### config.mk
export PLATFORM = sky130hd
export DESIGN_NAME = seq_divider
export DESIGN_NICKNAME = d
export VERILOG_FILES = /design/src/rtl/math_pkg.sv /design/src/rtl/seq_divider_div_step.sv /design/src/rtl/seq_divider.sv
export SDC_FILE = /design/constraint.sdc
export NUM_CORES = 1
export LEC_CHECK = 0
export BUFFER_PORTS_ARGS = -buffer_cell sky130_fd_sc_hd__buf_2
export CORE_ASPECT_RATIO = 0.9
export CORE_UTILIZATION = 41
export CTS_CLUSTER_DIAMETER = 60
export DETAILED_ROUTE_END_ITERATION = 10
export SLEW_MARGIN = 20
export SYNTH_ARGS = -nofsm -noshare
export SYNTH_HDL_FRONTEND = slang
export SYNTH_SLANG_ARGS = --single-unit
### constraint.sdc
create_clock -name clk -period 3.15 [get_ports clk]
set_clock_uncertainty 0.1 [all_clocks]
set_input_delay 0.315 -clock clk [delete_from_list [all_inputs] [get_ports clk]]
set_output_delay 0.315 -clock clk [all_outputs]
set_load 0.05 [all_outputs]
### src/rtl/math_pkg.sv
// rtl/math_pkg.sv - shared types and constants for the PQC math datapath
package math_pkg;

  localparam int MATH_WIDTH = 8;

  typedef enum logic [1:0] {
    IDLE = 2'd0,
    BUSY = 2'd1,
    DONE = 2'd2
  } div_state_e;

endpackage

### src/rtl/seq_divider_div_step.sv
// rtl/seq_divider_div_step.sv - one combinational restoring division iteration
module div_step #(
  parameter int WIDTH = 8
) (
  input  logic [WIDTH:0]   r_i,
  input  logic             q_msb_i,
  input  logic [WIDTH-1:0] divisor_i,
  output logic [WIDTH:0]   r_o,
  output logic             q_bit_o
);

  logic [WIDTH+1:0] shifted;
  logic [WIDTH:0]   diff;

  // The compare uses the full shifted value so no bit of R is silently dropped.
  always_comb begin
    shifted = {r_i, q_msb_i};
    diff    = shifted[WIDTH:0] - {1'b0, divisor_i};
    q_bit_o = (shifted >= {2'b00, divisor_i});
    r_o     = q_bit_o ? diff : shifted[WIDTH:0];
  end

endmodule

### src/rtl/seq_divider.sv
// rtl/seq_divider.sv - multi-cycle restoring unsigned divider, 2*WIDTH by WIDTH
module seq_divider
  import math_pkg::*;
#(
  parameter int WIDTH = MATH_WIDTH
) (
  input  logic               clk,
  input  logic               rst_n,
  input  logic               in_valid,
  output logic               in_ready,
  input  logic [2*WIDTH-1:0] dividend,
  input  logic [WIDTH-1:0]   divisor,
  output logic               out_valid,
  input  logic               out_ready,
  output logic [2*WIDTH-1:0] quotient,
  output logic [WIDTH-1:0]   remainder,
  output logic               div_by_zero
);

  localparam int QW = 2 * WIDTH;
  localparam int CW = $clog2(QW) + 1;
  localparam logic [CW-1:0] LAST_CNT = CW'(QW - 1);

  div_state_e       state_q;
  logic [WIDTH:0]   r_q;
  logic [QW-1:0]    q_q;
  logic [WIDTH-1:0] div_q;
  logic [CW-1:0]    cnt_q;
  logic             in_ready_q;
  logic             out_valid_q;
  logic [QW-1:0]    quot_q;
  logic [WIDTH-1:0] rem_q;
  logic             dz_q;

  logic [WIDTH:0]   r_d;
  logic             q_bit_d;

  div_step #(.WIDTH(WIDTH)) u_step (
    .r_i       (r_q),
    .q_msb_i   (q_q[QW-1]),
    .divisor_i (div_q),
    .r_o       (r_d),
    .q_bit_o   (q_bit_d)
  );

  always_ff @(posedge clk or negedge rst_n) begin
    if (!rst_n) begin
      state_q     <= IDLE;
      r_q         <= '0;
      q_q         <= '0;
      div_q       <= '0;
      cnt_q       <= '0;
      in_ready_q  <= 1'b0;
      out_valid_q <= 1'b0;
      quot_q      <= '0;
      rem_q       <= '0;
      dz_q        <= 1'b0;
    end else begin
      case (state_q)
        IDLE: begin
          out_valid_q <= 1'b0;
          if (in_valid && in_ready_q) begin
            q_q        <= dividend;
            div_q      <= divisor;
            r_q        <= '0;
            cnt_q      <= '0;
            in_ready_q <= 1'b0;
            state_q    <= BUSY;
          end else begin
            in_ready_q <= 1'b1;
          end
        end
        BUSY: begin
          r_q   <= r_d;
          q_q   <= {q_q[QW-2:0], q_bit_d};
          cnt_q <= cnt_q + CW'(1);
          // Results are captured straight from the last step so out_valid
          // rises on the same edge as the final iteration.
          if (cnt_q == LAST_CNT) begin
            state_q     <= DONE;
            out_valid_q <= 1'b1;
            quot_q      <= {q_q[QW-2:0], q_bit_d};
            rem_q       <= r_d[WIDTH-1:0];
            dz_q        <= (div_q == '0);
          end
        end
        DONE: begin
          if (out_ready) begin
            state_q     <= IDLE;
            out_valid_q <= 1'b0;
            in_ready_q  <= 1'b1;
          end
        end
        default: begin
          state_q     <= IDLE;
          out_valid_q <= 1'b0;
          in_ready_q  <= 1'b0;
        end
      endcase
    end
  end

  assign in_ready    = in_ready_q;
  assign out_valid   = out_valid_q;
  assign quotient    = quot_q;
  assign remainder   = rem_q;
  assign div_by_zero = dz_q;

endmodule

# Word level (Yosys, flattened, before mapping)
# Cells that the tools add are included.
# Widths: inputs -> output; s select.
[totals]
register_bits = 67
latch_bits = 0
mem_bits_rw = 0
romBits = 0
input_bits = 28
out_inout_bits = 27
wordCells = 47
memories = 0
[classes]
add_sub_neg = 2
multipliers = 0
div_mod_pow = 0
magnitude_cmp = 1
eq_ne = 6
shifts = 0
mux = 17
bitwise = 1
n_reduce_logical = 10
[ops]
columns = ["cell", "count"]
rows = [
  ["$pmux 16 s2", 1],
  ["$mux 9", 2],
  ["$pmux 9 s2", 1],
  ["$mux 16", 1],
  ["$ge 10x8->1", 1],
  ["$pmux 5 s2", 1],
  ["$reduce_and 2->1", 5],
  ["$sub 9x8->9", 1],
  ["$logic_not 8->1", 1],
  ["$mux 2", 3],
  ["$ne 2x2->1 const B", 3],
  ["$pmux 2 s3", 1],
  ["$add 5x1->5 const B", 1],
  ["$eq 5x4->1 const B", 1],
  ["$mux 5", 1],
  ["$mux 1", 4],
  ["$pmux 1 s3", 1],
  ["$reduce_and 3->1", 1],
  ["$eq 2x1->1 const B", 1],
  ["$eq 2x2->1 const B", 1],
  ["$logic_not 2->1", 1],
  ["$pmux 1 s2", 1],
  ["$reduce_bool 2->1", 1],
  ["$logic_and 1x1->1", 1],
  ["$not 1->1", 1],
]

# Longest topological paths before layout
[logic_depth]
ltp_word = 3
depth_mapped = 11
depth_no_buf = 9

# Hierarchy
# From an unflattened synthesis, not the netlist that was laid out.
[unflattened]
cells_unflattened = 319
hier_area_um2 = 3321.9
[modules_own_cells]
columns = ["mod", "n_inst", "cells_each", "area_each_um2", "seq_area_each_um2"]
rows = [
  ["seq_divider", 1, 244, 2798.9, 1676.6],
  ["div_step", 1, 75, 523.0, 0.0],
]

# Least setup slack after synthesis
# OpenSTA, ideal clock, no wires.
[synth_path]
path_kind = "reg2reg"
startpoint = "reg q_q[15]"
endpoint = "reg q_q[0]"
setup_time_ns = 0.126
arrival_time_ns = 2.304
required_time_ns = 2.924
setup_slack_ns = 0.620
path_stages_with_launch = 11
path_buffers = 2
period_less_slack_ns = 2.530
path_cell_list = "dfrtp_1 > inv_1 > ha_1 > inv_1 > fa_1 > nand3_1 > a21oi_2 > or4b_1 > buf_6 > buf_8 > a221o_1"
[synth_via]
elab_chain_cells = 2
[synth_rtl]
columns = ["element", "line", "text"]
rows = [
  ["from (decl)", "seq_divider.sv:26", "logic [QW-1:0] q_q;"],
  ["from (signal assigned)", "seq_divider.sv:63", "q_q <= dividend;"],
  ["from (signal assigned)", "seq_divider.sv:75", "q_q <= {q_q[QW-2:0], q_bit_d};"],
  ["$ge 10x8->1", "seq_divider_div_step.sv:19", "q_bit_o = (shifted >= {2'b00, divisor_i});"],
  ["$pmux 16 s2", "seq_divider.sv:59", "case (state_q)"],
]
# No other way between the ends.
# A chain may end at the register's enable or synchronous reset.

# Final worst setup path
[layout_path]
startpoint = "reg q_q[15]"
endpoint = "reg rem_q[0], in the netlist remainder[0]"
[layout_via]
elab_chain_cells = 2
elab_cells_between_ends = 3
classes_between = "add/sub (1); order compare (1); mux (1)"
[layout_rtl]
columns = ["element", "line", "text"]
rows = [
  ["$sub 9x8->9 or $ge 10x8->1 (tied branches)", "seq_divider_div_step.sv:18, seq_divider_div_step.sv:19", ""],
  ["$mux 9 *", "seq_divider_div_step.sv:20", "r_o = q_bit_o ? diff : shifted[WIDTH:0];"],
  ["to (signal assigned)", "seq_divider.sv:83", "rem_q <= r_d[WIDTH-1:0];"],
  ["to (decl)", "seq_divider.sv:32", "logic [WIDTH-1:0] rem_q;"],
]
# Mark *: on every way between the ends. The rest lies on a longest branch, timed or not.

==> flow_summary_export.csv <==
group,metric,value,unit
timing,hold_viol_final,0,
timing,worst_slew_pin_slew,0.602,ns
timing,rsz0062_at_grt,"no",
global_routing,grt_pass1_vias,2244,
logic_synthesis,synth_area_leaders,"dfrtp_1, o21ai_0, mux2i_1",
logic_synthesis,synth-main-ff-cell,"dfrtp_1",
finish,post_route_cells_drive_above_1_share,26.9,%
routing,drcViolationCount,0,
critical_path,required,3.27,ns
finish,regArea,1680,sq um
finish,num-nets-final,399,
place,dp_hpwl,4.66,mm
global_routing,antenna_found_initial,0,
critical_path,crit_top_cell,"inv_1",
critical_path,cpPeakStageDelay,0.82,ns
clocking,clock_path_buffers,2,
clocking,root_buffer,"clkbuf_8",
finish,antennaDiodeCount,0,
logic_synthesis,syn-num-nets,343,
critical_path,crit_path_max_fanout,14,
place,port_buffers,54,
routing,vias_per_cell,5.09,
timing,maxSlewHeadroom,59.8,%
critical_path,critPathArrivalTime,2.95,ns
global_routing,grt_use_total,17.6,%
logic_synthesis,ys_ff_latch,67,
routing,drt_wl_total,6.53,mm
clocking,numCtsBuffers,9,
routing,wl_per_cell,14.2,microns
global_routing,grt_max_degree,39,
global_routing,grt.overflow.total,0,
global_routing,grt_pass1_wl,11.0,mm
logic_synthesis,async_reset_ff_share,100,%
critical_path,startpoint_type,"flip-flop",
min_path,hp-class,"input pin to flip-flop",
floorplanning,num_rows,30,
logic_synthesis,synth.avg_cell_area,10.6,sq um
timing,hold_ws,0.0789,ns
logic_synthesis,ys_warn_count,0,
floorplanning,coreArea,7580,sq um
routing,drt_iter0_markers,104,
floorplanning,fp.dieH,86.2,microns
finish,multi_input_comb_area,1430,sq um
critical_path,cpMaxStageDelayCell,"or4b_1",
routing,antenna_left,0,
timing,period_needed,2.83,ns
finish,area_growth,17.5,%
floorplanning,initial_core_util,42.6,%
timing,finalCritPeriodShare,89.8,%
critical_path,critical_path_class,"flip-flop to flip-flop",
logic_synthesis,yosysTopAreaCellShare,51.9,%
place,gp_congestion,0.916,
clocking,clock_sinks,67,
routing,vias,2340,
clocking,cts_tree,"yes",
timing,fmax,354,MHz
logic_synthesis,syn_inst,304,
finish,fillCellCount,709,
clocking,insertion_delay,0.34,ns
status,outcome,"finished clean",
logic_synthesis,synth_top_cell_by_area,"dfrtp_1",
timing,setup_viol,0,
routing,drt_pre_antenna_iters,4,
logic_synthesis,yosysUniqueCellTypes,43,
critical_path,critical_path.cell_chain,"inv_1, ha_1, inv_1, fa_1, nand3_1, a21oi_2, or4b_1, mux2i_1, mux2_2",
place,post_dp_cell_area,3590,sq um
floorplanning,die_w,95.6,microns
clocking,post_cts_buffers,0,
timing,slew_viol_final,0,
clocking,cts_max_level,3,
logic_synthesis,synth_edf_count,0,
logic_synthesis,netlist_area,3230,sq um
logic_synthesis,yosysSeqAreaShare,51.9,%
critical_path,cp-end-kind,"flip-flop",
clocking,path_clk_slew,0.07,ns
finish,finalInstanceArea,3790,sq um
timing,fin_setup_tns,0,ns
floorplanning,ioPinCount,55,
floorplanning,dieArea,8240,sq um
run,maxCapViolations,0,
## cell usage in the layout, fill, tap and decap left out, types with 2 or more instances in the layout
master,count
o21ai_0,47
a22o_1,2
nor4_1,2
clkbuf_1,2
o221ai_1,2
ha_1,10
and3_1,2
nand2_1,47
a2bb2oi_1,3
a211o_1,3
mux2_2,18
nand3_1,6
inv_1,13
nand2b_1,3
buf_4,6
nand4_1,3
dfrtp_1,67
xor2_1,4
a21oi_1,3
nor2_1,9
clkbuf_8,11
buf_2,54
nor2b_1,2
mux2i_1,22
## worst paths after layout
kind / startpoint / slack (ns) / to / depth (start not counted)
max in group asynchronous: rst_n / 1.81 / remainder[1] / 3
max: q_q[15] / 0.32 / remainder[0] / 9
max reg2reg: q_q[15] / 0.32 / remainder[0] / 9
min reg2reg: remainder[6] / 0.37 / remainder[6] / 2
min in group asynchronous: rst_n / 0.41 / quotient[11] / 2
min: divisor[7] / 0.08 / div_q[7] / 3
## flip-flops by register name, summed over array words and instances, names as in the netlist, 2 cells and up
register / count
remainder: 8
state_q: 2
cnt_q: 5
div_q: 8
q_q: 16
r_q: 9
quotient: 16
## area by class of cell
| type | count | share of cell area, % |
|---|---|---|
| flip-flops and latches | 67 | 44.2 |
| inverters | 13 | 1.29 |
| well taps | 96 | 3.17 |
| clock inverters | 2 | 0.923 |
| clock buffers | 13 | 4.19 |
| multi-input cells | 208 | 37.7 |
| repair buffers | 61 | 8.57 |
## cell families after synthesis
kind of cell               Yosys count  share of synthesized area, %
buffers and inverters               29                          4.03
adders and majority gates           11                          4.49
and+or+nand+nor                     81                          11.4
muxes                               40                          13.1
AOI/OAI and AO/OA                   72                          14.0
DFF                                 67                          51.9
xor gates and xnor gates             4                          1.08
## timing repair
action                    in CTS  in global routing
resized for setup              0                  0
hold endpoints to repair      26                  0
hold buffers                   1                  0
## metal layers
metal	share of wire [%]	up-vias	track usage, %
li1	-	1177	-
met1	50	1108	24.8
met2	45	51	26.0
met3	4.6	4	5.61
met4	0.55	0	5.29
met5	0	-	0
## synthesized netlist by cell type (3+ instances only)
library cell / n
nand2_1: 47
nand3_1: 6
mux2i_1: 22
a211o_1: 3
a21oi_1: 3
nand4_1: 3
a2bb2oi_1: 3
o21ai_0: 47
mux2_2: 18
nor2_1: 9
xor2_1: 4
clkbuf_1: 12
nor2b_1: 3
ha_1: 10
dfrtp_1: 67
nand2b_1: 3
inv_1: 13
## critical path: cells and delay by family, from the launching register on
kind                     cells  cell delay, ns
buffers and inverters        2            0.12
AO/OA/AOI/OAI                1            0.08
AND/OR/NAND/NOR              2            0.99
multiplexers                 2            0.50
adder cells (fa/ha/maj)      2            0.54
flip-flops                   1            0.38
## per-stage QoR
stage	utilization, %	setup slack [ns]	cells
after detailed placement	47.4	0.323	444
after floorplan	-	0.620	304
final	50.0	0.322	460
after global routing	50.0	0.156	460
after CTS	50.0	0.319	460
after global placement	47.4	0.355	444
Power is left out: the tool's default activity adds up to more than one toggle a clock period on the data nets, which glitch-free logic cannot reach.
